**config.mk**
```make
export PLATFORM = sky130hd
export DESIGN_NAME = sram_test_monitor
export DESIGN_NICKNAME = d
export VERILOG_FILES = /design/src/rtl/sram_test_monitor.sv
export SDC_FILE = /design/constraint.sdc
export NUM_CORES = 1
export LEC_CHECK = 0
export ABC_AREA = 1
export CAP_MARGIN = 20
export CORE_ASPECT_RATIO = 1.75
export CORE_MARGIN = 5
export CORE_UTILIZATION = 34
export DETAILED_ROUTE_END_ITERATION = 7
export DONT_BUFFER_PORTS = 1
export PLACE_DENSITY_LB_ADDON = 0.15
export RECOVER_POWER = 25
export SKIP_CTS_REPAIR_TIMING = 1
export SLEW_MARGIN = 20
export SYNTH_ARGS = -nofsm -noshare
export SYNTH_HDL_FRONTEND = slang
export SYNTH_SLANG_ARGS = --single-unit
```
**constraint.sdc**
```tcl
create_clock -name clk -period 2.3 [get_ports clk]
set_input_delay 0.46 -clock clk [delete_from_list [all_inputs] [get_ports clk]]
set_output_delay 0.46 -clock clk [all_outputs]
set_load 0.05 [all_outputs]
```
**src/rtl/sram_test_monitor.sv**
```systemverilog
// sram_test_monitor: status/capture stage behind the SRAM tester.
// Counts pass and fail rounds and latches a failure snapshot for the PMOD LEDs.
// It also drives a stretched activity LED and a wait/pass/fail (blinking) status LED.
// Optional build macro SRAM_MONITOR_LAST_FAIL_EN: every fail event overwrites the
// snapshot. Without the macro, the first failure is kept.
module sram_test_monitor #(
    parameter int ADDR_BITS    = 20,
    parameter int DATA_BITS    = 16,
    parameter int STRETCH_BITS = 22,
    parameter int COUNT_BITS   = 16
) (
    input  logic                  clk,
    input  logic                  reset,
    input  logic                  clear,
    input  logic                  test_done,
    input  logic                  test_pass,
    input  logic [ADDR_BITS-1:0]  addr,
    input  logic [2:0]            pattern_state,
    input  logic [DATA_BITS-1:0]  expected_data,
    input  logic [DATA_BITS-1:0]  read_data,
    output logic                  led_activity,
    output logic                  led_status,
    output logic                  fail_valid,
    output logic [ADDR_BITS-1:0]  fail_addr,
    output logic [2:0]            fail_pattern,
    output logic [DATA_BITS-1:0]  fail_expected,
    output logic [DATA_BITS-1:0]  fail_read,
    output logic [COUNT_BITS-1:0] pass_count,
    output logic [COUNT_BITS-1:0] fail_count
);

    typedef enum logic [1:0] {S_WAIT, S_PASS, S_FAIL} state_t;

    state_t                  state_q, state_d;
    logic                    done_q, done_d;
    logic                    pass_q, pass_d;
    logic [STRETCH_BITS-1:0] stretch_cnt_q, stretch_cnt_d;
    logic [STRETCH_BITS-1:0] blink_cnt_q, blink_cnt_d;
    logic [COUNT_BITS-1:0]   pass_count_q, pass_count_d;
    logic [COUNT_BITS-1:0]   fail_count_q, fail_count_d;
    logic                    fail_valid_q, fail_valid_d;
    logic [ADDR_BITS-1:0]    fail_addr_q, fail_addr_d;
    logic [2:0]              fail_pattern_q, fail_pattern_d;
    logic [DATA_BITS-1:0]    fail_expected_q, fail_expected_d;
    logic [DATA_BITS-1:0]    fail_read_q, fail_read_d;
    logic                    done_evt, fail_evt, capture;

    // Edge detection, counters, snapshot capture and next state
    always_comb begin
        done_evt        = test_done & ~done_q;
        fail_evt        = ~test_pass & pass_q;
        done_d          = test_done;
        pass_d          = test_pass;
        blink_cnt_d     = blink_cnt_q + 1'b1;
        stretch_cnt_d   = stretch_cnt_q;
        pass_count_d    = pass_count_q;
        fail_count_d    = fail_count_q;
        fail_valid_d    = fail_valid_q;
        fail_addr_d     = fail_addr_q;
        fail_pattern_d  = fail_pattern_q;
        fail_expected_d = fail_expected_q;
        fail_read_d     = fail_read_q;
        state_d         = state_q;

        // Retrigger reloads the stretch; otherwise count down to idle
        if (done_evt)
            stretch_cnt_d = '1;
        else if (stretch_cnt_q != '0)
            stretch_cnt_d = stretch_cnt_q - 1'b1;

        if (done_evt && test_pass && (pass_count_q != '1))
            pass_count_d = pass_count_q + 1'b1;

        if (fail_evt && (fail_count_q != '1))
            fail_count_d = fail_count_q + 1'b1;

`ifdef SRAM_MONITOR_LAST_FAIL_EN
        capture = fail_evt;
`else
        capture = fail_evt & ~fail_valid_q;
`endif
        if (capture) begin
            fail_addr_d     = addr;
            fail_pattern_d  = pattern_state;
            fail_expected_d = expected_data;
            fail_read_d     = read_data;
        end
        if (fail_evt)
            fail_valid_d = 1'b1;

        // A failure outranks a same-cycle pass; S_FAIL is left only by reset/clear
        case (state_q)
            S_WAIT: begin
                if (fail_evt)
                    state_d = S_FAIL;
                else if (done_evt && test_pass)
                    state_d = S_PASS;
            end
            S_PASS: if (fail_evt) state_d = S_FAIL;
            S_FAIL: state_d = S_FAIL;
            default: state_d = S_WAIT;
        endcase

        // Clear drops any same-cycle event; done_q follows the level so a held
        // test_done is not seen as a new round afterwards
        if (clear) begin
            done_d          = test_done;
            pass_d          = 1'b1;
            stretch_cnt_d   = '0;
            pass_count_d    = '0;
            fail_count_d    = '0;
            fail_valid_d    = 1'b0;
            fail_addr_d     = '0;
            fail_pattern_d  = '0;
            fail_expected_d = '0;
            fail_read_d     = '0;
            state_d         = S_WAIT;
        end
    end

    // State register; blink counter is only touched by reset
    always_ff @(posedge clk) begin
        if (reset) begin
            state_q         <= S_WAIT;
            done_q          <= 1'b0;
            pass_q          <= 1'b1;
            stretch_cnt_q   <= '0;
            blink_cnt_q     <= '0;
            pass_count_q    <= '0;
            fail_count_q    <= '0;
            fail_valid_q    <= 1'b0;
            fail_addr_q     <= '0;
            fail_pattern_q  <= '0;
            fail_expected_q <= '0;
            fail_read_q     <= '0;
        end else begin
            state_q         <= state_d;
            done_q          <= done_d;
            pass_q          <= pass_d;
            stretch_cnt_q   <= stretch_cnt_d;
            blink_cnt_q     <= blink_cnt_d;
            pass_count_q    <= pass_count_d;
            fail_count_q    <= fail_count_d;
            fail_valid_q    <= fail_valid_d;
            fail_addr_q     <= fail_addr_d;
            fail_pattern_q  <= fail_pattern_d;
            fail_expected_q <= fail_expected_d;
            fail_read_q     <= fail_read_d;
        end
    end

    // Status LED decode from the registered state and blink counter
    always_comb begin
        led_status = 1'b0;
        case (state_q)
            S_PASS:  led_status = 1'b1;
            S_FAIL:  led_status = blink_cnt_q[STRETCH_BITS-1];
            default: led_status = 1'b0;
        endcase
    end

    assign led_activity  = (stretch_cnt_q != '0);
    assign fail_valid    = fail_valid_q;
    assign fail_addr     = fail_addr_q;
    assign fail_pattern  = fail_pattern_q;
    assign fail_expected = fail_expected_q;
    assign fail_read     = fail_read_q;
    assign pass_count    = pass_count_q;
    assign fail_count    = fail_count_q;

endmodule
```
==> results.cfg, run 1 <==
[timing]
timing.final.ws_setup_ns = 0.117
rsz0062_at_grt = false
final-setup-viol-count = 0
finalHoldViolCount = 0
slew_violations = 0
finalSetupTns_ns = 0
fin_crit_ns = 2.18
fin_skew_ns = 0.0115
worst_pin_slew_ns = 1.01
clock.fmax_mhz = 458
max_slew_margin_pct = 32.6
post-route-period-util_pct = 94.9

[global_routing]
grtUsageTotal_pct = 17.0
grt_first_pass_wirelength_um = 30000
grt_pass1_vias = 6042
antenna_found_initial = 0
grt_overflow = 0
grt_start_max_net_pins = 57

[worst_setup_path]
startpoint_type = flop
cpMostUsedCell = nor2_1
arrival_ns = 1.72
path_class = reg -> out
cp_slowest_cell = dfxtp_1
cp.required_ns = 1.84
crit_fanout = 10
critPathCaptureType = output port
cp_cell_sequence = nor2_1 > nand2_1 > nor2_1 > nand3_4 > buf_8
critPathMaxStageDelay_ns = 0.34

[place]
pre_cts_slack_ns = 0.374
dp_cells = 1183
placed_area_um2 = 6940
place_congestion = 0.863
portBuffers = 0
dp.final_hpwl_um = 13600

[power_and_ir_drop]
total_power_mw = 5.87
vdd_drop_max_mv = 0.512
powerDensity_nw_per_um2 = 794
leakagePower_nw = 2.67

[clock_tree]
h-tree-depth = 4
path_clk_slew_ns = 0.06
cts_root_buf = clkbuf_16
clk_latency_ns = 0.42
numCtsBuffers = 17
cts_sinks = 136
clockBufferDepth = 2
cts_tree = done

[layout]
nNetsFinal = 1032
final_cell_area_um2 = 7400
antennaDiodeCount = 0
nFillCells = 2053
syn_to_final_growth_pct = 14.8
multi_input_area_um2 = 3270
fin_cells = 1214
drive_above_1_share_pct = 6.56
regArea_um2 = 2720

[route]
drt_iter0_drc = 218
drtPass1Iterations = 4
wl_um = 18500
vias_per_cell = 4.95
drc = 0
ant_nets = 0
wl_per_cell_um = 15.2
dr_total_vias = 6005

[status]
outcome = completed

[run]
maxCapViolCount = 0

[min_path]
hold_class = in -> reg

[synth]
ys_seq_area_share_pct = 42.3
syn_area_um2 = 6440
ys_seq_elements = 136
synth.avg_cell_area_um2 = 6.86
syn_nets = 1007
synth_cell_types = 32
netlist_instances = 939
yosysWarnings = 0

[floorplan]
die_h_um = 192
core_um2 = 18700
die_width_um = 114
dieArea_um2 = 21900
num_rows = 66
ioPinCount = 150
initial_utilization_pct = 34.5
[metal layers]
layer  part of all wire, %  vias to the layer above  GRT usage [%]
met2                    54                      136           31.5
met3                   5.1                       24           4.57
met1                    38                     2739           17.6
met5                     0                        -              0
met4                   2.7                        0           7.73
li1                      -                     3106              -
[synthesized netlist by cell type (all sizes together)]
library cell    n  area share (%)
a21oi         121             9.5
a31oi           6            0.58
and2            3            0.29
and3            1           0.097
buf             7            0.93
clkbuf         31             1.8
clkinv          1           0.058
dfxtp         136              42
ha              8             1.6
inv            72             4.2
nand2         258              15
nand3          96             7.8
nand3b         11             1.3
nand4          12             1.2
nor2          114             7.0
nor3           19             1.7
nor3b           1            0.19
o211ai          1            0.12
o21a            2            0.23
o21ai          20             1.6
or2             2            0.19
xnor2          11             1.5
xor2            6            0.82
[cell type report]
class	instances	area share [%]
well taps	238	4.03
flip-flops and latches	136	36.8
repair buffers	44	3.38
clock buffers	18	5.80
clock inverters	13	2.00
multi-input cells	692	44.3
inverters	73	3.72
[per-stage QoR]
step | hold slack (ns) | util (%)
floorplan | 0.439 | -
global placement | 0.455 | 37.2
detailed placement | 0.453 | 37.2
CTS | 0.0885 | 40.3
global route | 0.0846 | 39.6
finish | 0.112 | 39.6
[registers in the layout, indices dropped and copies added, names as in the netlist]
| name | flops |
|---|---|
| fail_read | 16 |
| blink_cnt_q | 22 |
| fail_addr | 20 |
| fail_pattern | 3 |
| pass_q | 1 |
| stretch_cnt_q | 22 |
| fail_valid | 1 |
| fail_expected | 16 |
| fail_count | 16 |
| state_q | 2 |
| pass_count | 16 |
| done_q | 1 |
[cells in the final DEF (no fill, tap or decap), drive strengths merged, types with 12 or more instances in the layout]
cell	netlist	routed
nand2	258	258
dfxtp	136	136
a21oi	121	121
nor2	114	114
nand3	96	96
inv	72	75
clkbuf	31	51
o21ai	20	20
nor3	19	19
nand4	12	12
[kinds of logic after synthesis]
kind of cell / after synthesis / synth area share (%)
compound gates: 150 / 11.9
xor+xnor: 17 / 2.31
fa+ha+maj: 8 / 1.55
buf+inv: 111 / 6.99
flops: 136 / 42.3
simple gates: 517 / 34.9
[worst max-delay path, delay by kind of cell (launching register included)]
family | cells | cell delay (ns)
flops | 1 | 0.34
simple gates | 4 | 0.77
buf+inv | 1 | 0.20
[power by group]
part | total, mW | internal [mW] | switching (mW) | leakage [nW]
clock network | 2.71 | 1.61 | 1.11 | 0.275
logic | 0.570 | 0.175 | 0.396 | 1.29
registers | 2.59 | 2.42 | 0.163 | 1.10
total | 5.87 | 4.21 | 1.67 | 2.67
[path summary, 6_finish.rpt]
path              slack [ns]                    endpoint                            from  depth (start not counted)
hold / removal          0.11   blink_cnt_q[0]$_SDFF_PP0_                           reset                          1
setup reg to reg        0.26   fail_addr[2]$_SDFFE_PP0P_         fail_valid$_SDFFE_PP0P_                          5
hold reg to reg         0.46  blink_cnt_q[19]$_SDFF_PP0_      blink_cnt_q[19]$_SDFF_PP0_                          2
setup / recovery        0.12                led_activity  stretch_cnt_q[16]$_SDFFE_PP0P_                          5
(Power assumes the default switching activity.)
==> inputs of run 2 (changes only) <==
Settings changed: GPL_TIMING_DRIVEN set to 0, TNS_END_PERCENT set to 20.
==> run 2 against run 1 <==
  * Clock-buffer cell count is 4 higher
  * Register-to-register slack got worse by 0.02 ns
  * Non-clock buffer count decreased by 6
  * Critical path type unchanged
  * Largest power group unchanged
==> results.cfg, run 2 (same netlist as run 1, synthesis figures left out) <==
[floorplan]
core_um2 = 18700
num_rows = 66
dieArea_um2 = 21900
ioPinCount = 150
die_width_um = 114
die_h_um = 192
initial_utilization_pct = 34.5

[place]
pre_cts_slack_ns = 0.0145
portBuffers = 0
dp.final_hpwl_um = 14500
place_congestion = 0.853

[clock_tree]
cts_sinks = 136
h-tree-depth = 4
cts_root_buf = clkbuf_16
cts_tree = done
numCtsBuffers = 17
clockBufferDepth = 2
path_clk_slew_ns = 0.06
clk_latency_ns = 0.43

[route]
maxUsedRoutingLayer = met4
dr_total_vias = 5966
vias_per_cell = 4.93
drtPass1Iterations = 4
drc = 0
wl_met3_um = 1160
drt-met1-wl_um = 6890
wl_met2_um = 10400
ant_nets = 0
wl_um = 19000
drt_iter0_drc = 290
wl_per_cell_um = 15.7

[timing]
max_slew_margin_pct = 52.3
finalHoldViolCount = 0
fin_skew_ns = 0.00568
timing.final.ws_setup_ns = 0.0692
worst_pin_slew_ns = 0.714
fin_crit_ns = 2.23
final-setup-viol-count = 0
clock.fmax_mhz = 448
rsz0062_at_grt = true
slew_violations = 0
post-route-period-util_pct = 97.0

[layout]
syn_to_final_growth_pct = 15.0
antennaDiodeCount = 0
multi_input_area_um2 = 3300
nNetsFinal = 1026
nFillCells = 2041
regArea_um2 = 2730
post-route-util_pct = 39.7
drive_above_1_share_pct = 6.59
layout_common_cells = 253 x nand2_1, 132 x dfxtp_1, 119 x a21oi_1
mostFrequentLayoutCell = nand2_1

[power_and_ir_drop]
leakagePower_nw = 2.65
p_clk_share_pct = 48.1
p_int_mw = 4.48
p_switching_mw = 1.63
powerDensity_nw_per_um2 = 824
vdd_drop_max_mv = 0.493
switching_share_pct = 26.6
seqPwrFrac_pct = 42.7
total_power_mw = 6.10
comb_power_share_pct = 9.2

[worst_setup_path]
critPathCaptureType = output port
startpoint_type = flop
crit_fanout = 10
cp.required_ns = 1.84
path_class = reg -> out
arrival_ns = 1.77

[status]
outcome = completed

[min_path]
hold_class = in -> reg

[global_routing]
grt_first_pass_wirelength_um = 30900
grtUsageTotal_pct = 17.8
antenna_found_initial = 0
grt_start_max_net_pins = 17
grt_overflow = 0
grt_pass1_vias = 6127

[run]
maxCapViolCount = 0
[run 2: cell count changes in the layout (fill, tap and decap cells not counted), moves of 3 or more]
cell      change
buf_6         +5
buf_4         -6
dfxtp_1       -4
dfxtp_2       +4
buf_12        -3
clkinv_2      -3
[run 2: per-layer routing]
layer / track usage (%) / up-vias
met4: 7.91 / 0
met1: 17.8 / 2695
met5: 0 / -
li1: - / 3104
met2: 33.2 / 133
met3: 5.58 / 34
[run 2: final cells by class]
cell class / count / share of cell area (%)
Clock inverter: 10 / 2.26
Clock buffer: 22 / 6.26
Multi-Input combinational cell: 692 / 44.5
Sequential cell: 136 / 36.8
Inverter: 73 / 3.70
Buffer: 38 / 2.45
Tap cell: 238 / 4.02
[run 2: worst paths after layout]
kind	start	to	slack (ns)	depth (start not counted)
setup / recovery	stretch_cnt_q[16]$_SDFFE_PP0P_	led_activity	0.07	5
setup reg to reg	fail_count[7]$_SDFFE_PP0P_	fail_count[13]$_SDFFE_PP0P_	0.24	8
hold / removal	reset	blink_cnt_q[7]$_SDFF_PP0_	0.11	1
hold reg to reg	blink_cnt_q[19]$_SDFF_PP0_	blink_cnt_q[19]$_SDFF_PP0_	0.46	2
[run 2: through the flow]
stage          std cells  area, um2  hold WS (ns)  TNS, ns
3_3_place_gp        1177       6740         0.452        0
2_1_floorplan        939       6440         0.439        0
4_1_cts             1209       7370        0.0859   -0.521
6_report            1209       7410         0.110        0
5_1_grt             1209       7410        0.0902  -0.0327
3_5_place_dp        1177       6740         0.452        0
[run 2: power by group through the flow]
stage               sequential (mW)  combinational [mW]  clock [mW]
finish                         2.61               0.563        2.94
global route                   2.61               0.654        3.12
CTS                            2.61               0.560        3.01
detailed placement             2.66               0.558           0
global placement               2.66               0.555           0
floorplan                      2.63               0.425           0
[run 2: critical path, cell delays in order, from the launching register on]
cell     delay [ns]
dfxtp_1        0.35
nor2_1         0.18
nand2_1        0.13
nor2_1         0.25
nand3_2        0.21
buf_6          0.23
==> patch 1 (flow settings as in run 2) <==
Set the parameter `COUNT_BITS` to 14 (it was 16).
--- a/src/rtl/sram_test_monitor.sv
+++ b/src/rtl/sram_test_monitor.sv
@@ -7,7 +7,7 @@
     parameter int ADDR_BITS    = 20,
     parameter int DATA_BITS    = 16,
     parameter int STRETCH_BITS = 22,
-    parameter int COUNT_BITS   = 16
+    parameter int COUNT_BITS   = 14
 ) (
     input  logic                  clk,
     input  logic                  reset,
Interface: changed (resized fail_count and pass_count); port bits go from 150 to 146. No check against the original RTL was run, so the function may have changed too.
==> patch 1 against run 2 <==
Fmax up 1.4%; area after synthesis down 2.5%; first-iteration DRC count down 37%; synthesized cell count down 3.9%; combinational power up 5.7%; routed wire length down 5.9%; sequential share of layout area about the same; final cell count down 3.5%; power down 5.3%; worst setup slack better by 31 ps; sequential cell count down 4; die area down 2.3%; worst hold slack better by 39 ps; cell area down 3.1%.
==> patch 1: results (changes against run 2) <==
| Metric | Value |
|---|---|
| Outcome | `finished clean (unchanged)` |
| First-pass GRT wire length | `29.0 mm (was 30.9 mm)` |
| Hpwl dp | `13.8 mm (was 14.5 mm)` |
| Arr. time, crit path | `1740 ps (was 1770 ps)` |
| Post-synth top area cell | `dfxtp_1 (unchanged)` |
| Hold WC Path Type | `input pin to flop (unchanged)` |
| Dpl cells | `1136 (was 1177)` |
| Worst vdd ir | `0.469 mV (was 0.493 mV)` |
| Compound-Gate Fraction of Synth Area | `11.1% (was 11.9%)` |
| CTS H-tree depth | `4 (unchanged)` |
| Internal Power | `4.20 mW (was 4.48 mW)` |
| Layout Nets | `989 (was 1026)` |
| I/O Buffers | `0 (unchanged)` |
| Wire per inst | `15.3 microns (was 15.7 microns)` |
| Cell count after synthesis | `902 (was 939)` |
| N_diodes | `0 (unchanged)` |
| Combinational power share | `10.3% (was 9.2%)` |
| Adder and majority gate portion of the synthesized area | `1.59% (was 1.55%)` |
| Largest net degree at the start of global routing | `17 (unchanged)` |
| Post-synthesis xor/xnor area fraction | `2.37% (was 2.31%)` |
| TritonCTS Buffers | `17 (unchanged)` |
| Vias per inst | `4.97 (was 4.93)` |
| Layout cells sized above 1 | `8.57% (was 6.59%)` |
| Iter 0 DRT Violations | `184 (was 290)` |
| Placed Area | `6580 sq um (was 6740 sq um)` |
| GRT Util Overall | `16.8% (was 17.8%)` |
| Cell area power density | `805 nW/um^2 (was 824 nW/um^2)` |
| Critical Path Max Stage Delay | `310 ps (was 350 ps)` |
| Sequential cell fraction of total power | `43.9% (was 42.7%)` |
| Top cells by count, synth | `nand2_1, dfxtp_1, nor2_1, a21oi_1, nand3_1 (was nand2_1, dfxtp_1, a21oi_1, nor2_1, nand3_1)` |
| Number of global-route vias before repair | `5774 (was 6127)` |
| Final Hold Fails | `0 (unchanged)` |
| Dpl ws | `9.75 ps (was 14.5 ps)` |
| Sequential share of the synthesized area | `42.1% (was 42.3%)` |
| CTS Root Cell | `clkbuf_16 (unchanged)` |
| Synthesized Nets | `970 (was 1007)` |
| P_leak | `2.66 nW (was 2.65 nW)` |
| Asr flop ratio synth | `0% (unchanged)` |
| Clock latency on the worst-skew pair | `410 ps (was 430 ps)` |
| Detailed Routing Iterations Pass 1 | `4 (unchanged)` |
| Relative slew slack | `44.1% (was 52.3%)` |
| Filler cells | `1912 (was 2041)` |
| Area contributors post-synth | `dfxtp_1, nand2_1, a21oi_1 (unchanged)` |
| Final Wtd Congestion | `0.870 (was 0.853)` |
| Crit-path max FO | `6 (was 10)` |
| Non-Filler Instances | `1167 (was 1209)` |
| Distinct cells, synth | `34 (was 32)` |
| Critical path's top delay family | `simple AND/OR/NAND/NOR gates (unchanged)` |
| Clk_skew | `7.66 ps (was 5.68 ps)` |
patch 1: metal layers:
layer	global-route usage (%)	part of all wire (%)
met2	31.2	53
met3	6.78	7.9
met5	0	0
met1	15.9	36
met4	7.31	3.1
patch 1: layout make-up:
| type | instances | area (sq um) | share of cell area [%] |
|---|---|---|---|
| Multi-Input combinational cell | 670 | 3240 | 45.1 |
| Clock inverter | 6 | 67.6 | 0.941 |
| Tap cell | 234 | 293 | 4.08 |
| Buffer | 37 | 183 | 2.54 |
| Sequential cell | 132 | 2650 | 36.8 |
| Inverter | 63 | 239 | 3.33 |
| Clock buffer | 25 | 515 | 7.18 |
patch 1: worst paths after layout:
kind                    start              end  slack (ps)  depth (start not counted)
max          stretch_cnt_q[0]     led_activity         100                          7
min                 test_pass           pass_q         150                          1
max reg2reg     pass_count[1]   pass_count[13]         170                          9
min reg2reg   blink_cnt_q[19]  blink_cnt_q[19]         470                          2
==> patch 2 (config.mk and constraints of run 2) <==
Made on the original files. `fail_addr_q` no longer has a reset.
--- a/src/rtl/sram_test_monitor.sv
+++ b/src/rtl/sram_test_monitor.sv
@@ -129,7 +129,6 @@
             pass_count_q    <= '0;
             fail_count_q    <= '0;
             fail_valid_q    <= 1'b0;
-            fail_addr_q     <= '0;
             fail_pattern_q  <= '0;
             fail_expected_q <= '0;
             fail_read_q     <= '0;
@@ -142,11 +141,14 @@
             pass_count_q    <= pass_count_d;
             fail_count_q    <= fail_count_d;
             fail_valid_q    <= fail_valid_d;
-            fail_addr_q     <= fail_addr_d;
             fail_pattern_q  <= fail_pattern_d;
             fail_expected_q <= fail_expected_d;
             fail_read_q     <= fail_read_d;
         end
+    end
+
+    always_ff @(posedge clk) begin
+        fail_addr_q <= fail_addr_d;
     end
 
     // Status LED decode from the registered state and blink counter
Function: differs if reset is asserted again (counterexample within 4 cycles, from zero or initial values and one cycle with reset high); with reset held inactive, the same outputs for 10 cycles.
==> patch 2 against run 2 <==
Sequential cell count did not move; critical path type unchanged; worst setup slack improved by 49 ps; critical endpoint is now led_status; core utilization fell by 0.21 points; area after synthesis barely moved; routed wire length fell by 0.26%; synthesized cell count fell by 0.11%; cell area fell by 0.54%; largest power group unchanged; worst hold slack got worse by 1.3 ps; first-iteration DRC count fell by 16%; power fell by 1.2%; non-clock buffer count did not move; register-to-register slack improved by 40 ps; critical path depth fell by 1.
==> patch 2: results (changes against run 2) <==
| Metric | Value |
|---|---|
| Hold WC Path Type | `input pin to flop (unchanged)` |
| Layout Nets | `1026 (unchanged)` |
| Clock latency on the worst-skew pair | `420 ps` |
| Hold WS | `109 ps (was 110 ps)` |
| Post-synthesis xor/xnor area fraction | `2.31% (about the same)` |
| Worst-Margin Slew | `696 ps (was 714 ps)` |
| Wire per inst | `15.7 microns (about the same)` |
| Final WL | `18.9 mm (was 19.0 mm)` |
| Hpwl dp | `14.6 mm (was 14.5 mm)` |
| Clock tree buffer depth | `2 (unchanged)` |
| CTS H-tree depth | `4 (unchanged)` |
| Reg2Reg Setup Slack | `280 ps (was 240 ps)` |
| Cell count after synthesis | `938 (was 939)` |
| Number of global-route vias before repair | `6110 (was 6127)` |
| Iter 0 DRT Violations | `244 (was 290)` |
| R2R cell count | `8 (unchanged)` |
| Hold Startpoint | `reset (unchanged)` |
| Compound-Gate Fraction of Synth Area | `12.0% (was 11.9%)` |
| Crit-path max FO | `3 (was 10)` |
| N_diodes | `0 (unchanged)` |
| Worst Hold Path EP | `blink_cnt_q[7] (unchanged)` |
| Crit Reg-Reg Endpoint | `fail_count[14] (was fail_count[13])` |
| FF-to-FF Start | `fail_count[4] (was fail_count[7])` |
| Top cells by count, synth | `nand2_1, dfxtp_1, a21oi_1, nor2_1, nand3_1 (unchanged)` |
| Adder and majority gate portion of the synthesized area | `1.55% (about the same)` |
| Final Wtd Congestion | `0.851 (was 0.853)` |
| CTS Root Cell | `clkbuf_16 (unchanged)` |
| Mux cell area share after synthesis | `0% (unchanged)` |
| Worst vdd ir | `0.690 mV (was 0.493 mV)` |
| Layout cells sized above 1 | `6.91% (was 6.59%)` |
| Reg clk slew, reported paths | `60 ps (about the same)` |
| Syn. warnings | `0 (unchanged)` |
| Hold depth | `1 (unchanged)` |
| Clk_skew | `7.04 ps (was 5.68 ps)` |
| Dominant synthesized flop cell | `dfxtp_1 (unchanged)` |
| Sequential share of the synthesized area | `42.3% (about the same)` |
| Initial antenna violation count | `0 (unchanged)` |
| Outcome | `finished clean (unchanged)` |
| Filler cells | `2043 (was 2041)` |
| TritonCTS Buffers | `17 (unchanged)` |
| Asr flop ratio synth | `0% (unchanged)` |
| Sw frac | `27.6% (was 26.6%)` |
| First-pass GRT wire length | `30.3 mm (was 30.9 mm)` |
| Vias per inst | `4.92 (was 4.93)` |
| Dpl cells | `1176 (was 1177)` |
| Dpl ws | `21.0 ps (was 14.5 ps)` |
| GRT Util Overall | `17.4% (was 17.8%)` |
| Placed Area | `6740 sq um (about the same)` |
| Detailed Routing Iterations Pass 1 | `5 (was 4)` |
| Distinct cells, synth | `33 (was 32)` |
| Largest net degree at the start of global routing | `17 (unchanged)` |
| I/O Buffers | `0 (unchanged)` |
| Largest family of logic cells by synthesized area | `simple AND/OR/NAND/NOR gates (unchanged)` |
| Area contributors post-synth | `dfxtp_1, nand2_1, a21oi_1 (unchanged)` |
| Arr. time, crit path | `1720 ps (was 1770 ps)` |
| GR Overflow Total | `0 (unchanged)` |
| P_leak | `2.67 nW (was 2.65 nW)` |
-- patch 2: changes by cell type after synthesis, sizes merged --
| cell | run 2 | this run |
|---|---|---|
| buf | 7 | 9 |
| clkbuf | 31 | 28 |
-- patch 2: worst max-delay path, stage by stage, from the launching register on --
cell and delay (ps):
dfxtp_1 370, inv_1 90, ha_1 280, inv_1 60, a21oi_2 500
-- patch 2: power by group through the flow --
| stage | clock, mW | combinational (mW) | sequential, mW |
|---|---|---|---|
| after floorplan | 0 | 0.432 | 2.68 |
| after global placement | 0 | 0.560 | 2.71 |
| after detailed placement | 0 | 0.564 | 2.71 |
| after CTS | 2.89 | 0.566 | 2.66 |
| after global routing | 2.98 | 0.652 | 2.67 |
| final | 2.81 | 0.567 | 2.66 |
-- patch 2: worst max path at each step --
stage                     end  cells past startpoint             start  slack [ps]
5_1_grt            led_status                      4        state_q[0]           8
3_3_place_gp   fail_count[13]                      9     fail_count[0]          20
6_report           led_status                      4        state_q[0]         120
4_1_cts          led_activity                      6  stretch_cnt_q[0]        -280
2_1_floorplan  fail_count[14]                      9     fail_count[0]         330
3_5_place_dp   fail_count[13]                      9     fail_count[0]          20
-- patch 2: area by class of cell --
type,count,area share (%)
inverters,73,3.72
flip-flops and latches,136,37.0
clock buffers,19,6.14
multi-input cells,692,44.5
clock inverters,12,2.05
plain buffers,37,2.43
well taps,238,4.04
repair buffers,1,0.102
-- patch 2: metal layers --
metal  wire length, microns  GRT usage (%)
met1                   6830           17.3
met2                  10600           33.0
met3                   1050           5.20
met4                    464           7.00
met5                      0              0
-- patch 2: per-stage QoR --
stage	setup TNS, ps	util [%]
after global routing	0	39.5
after CTS	-545	39.3
final	0	39.5
after floorplan	0	-
after detailed placement	0	36.1
after global placement	0	36.1
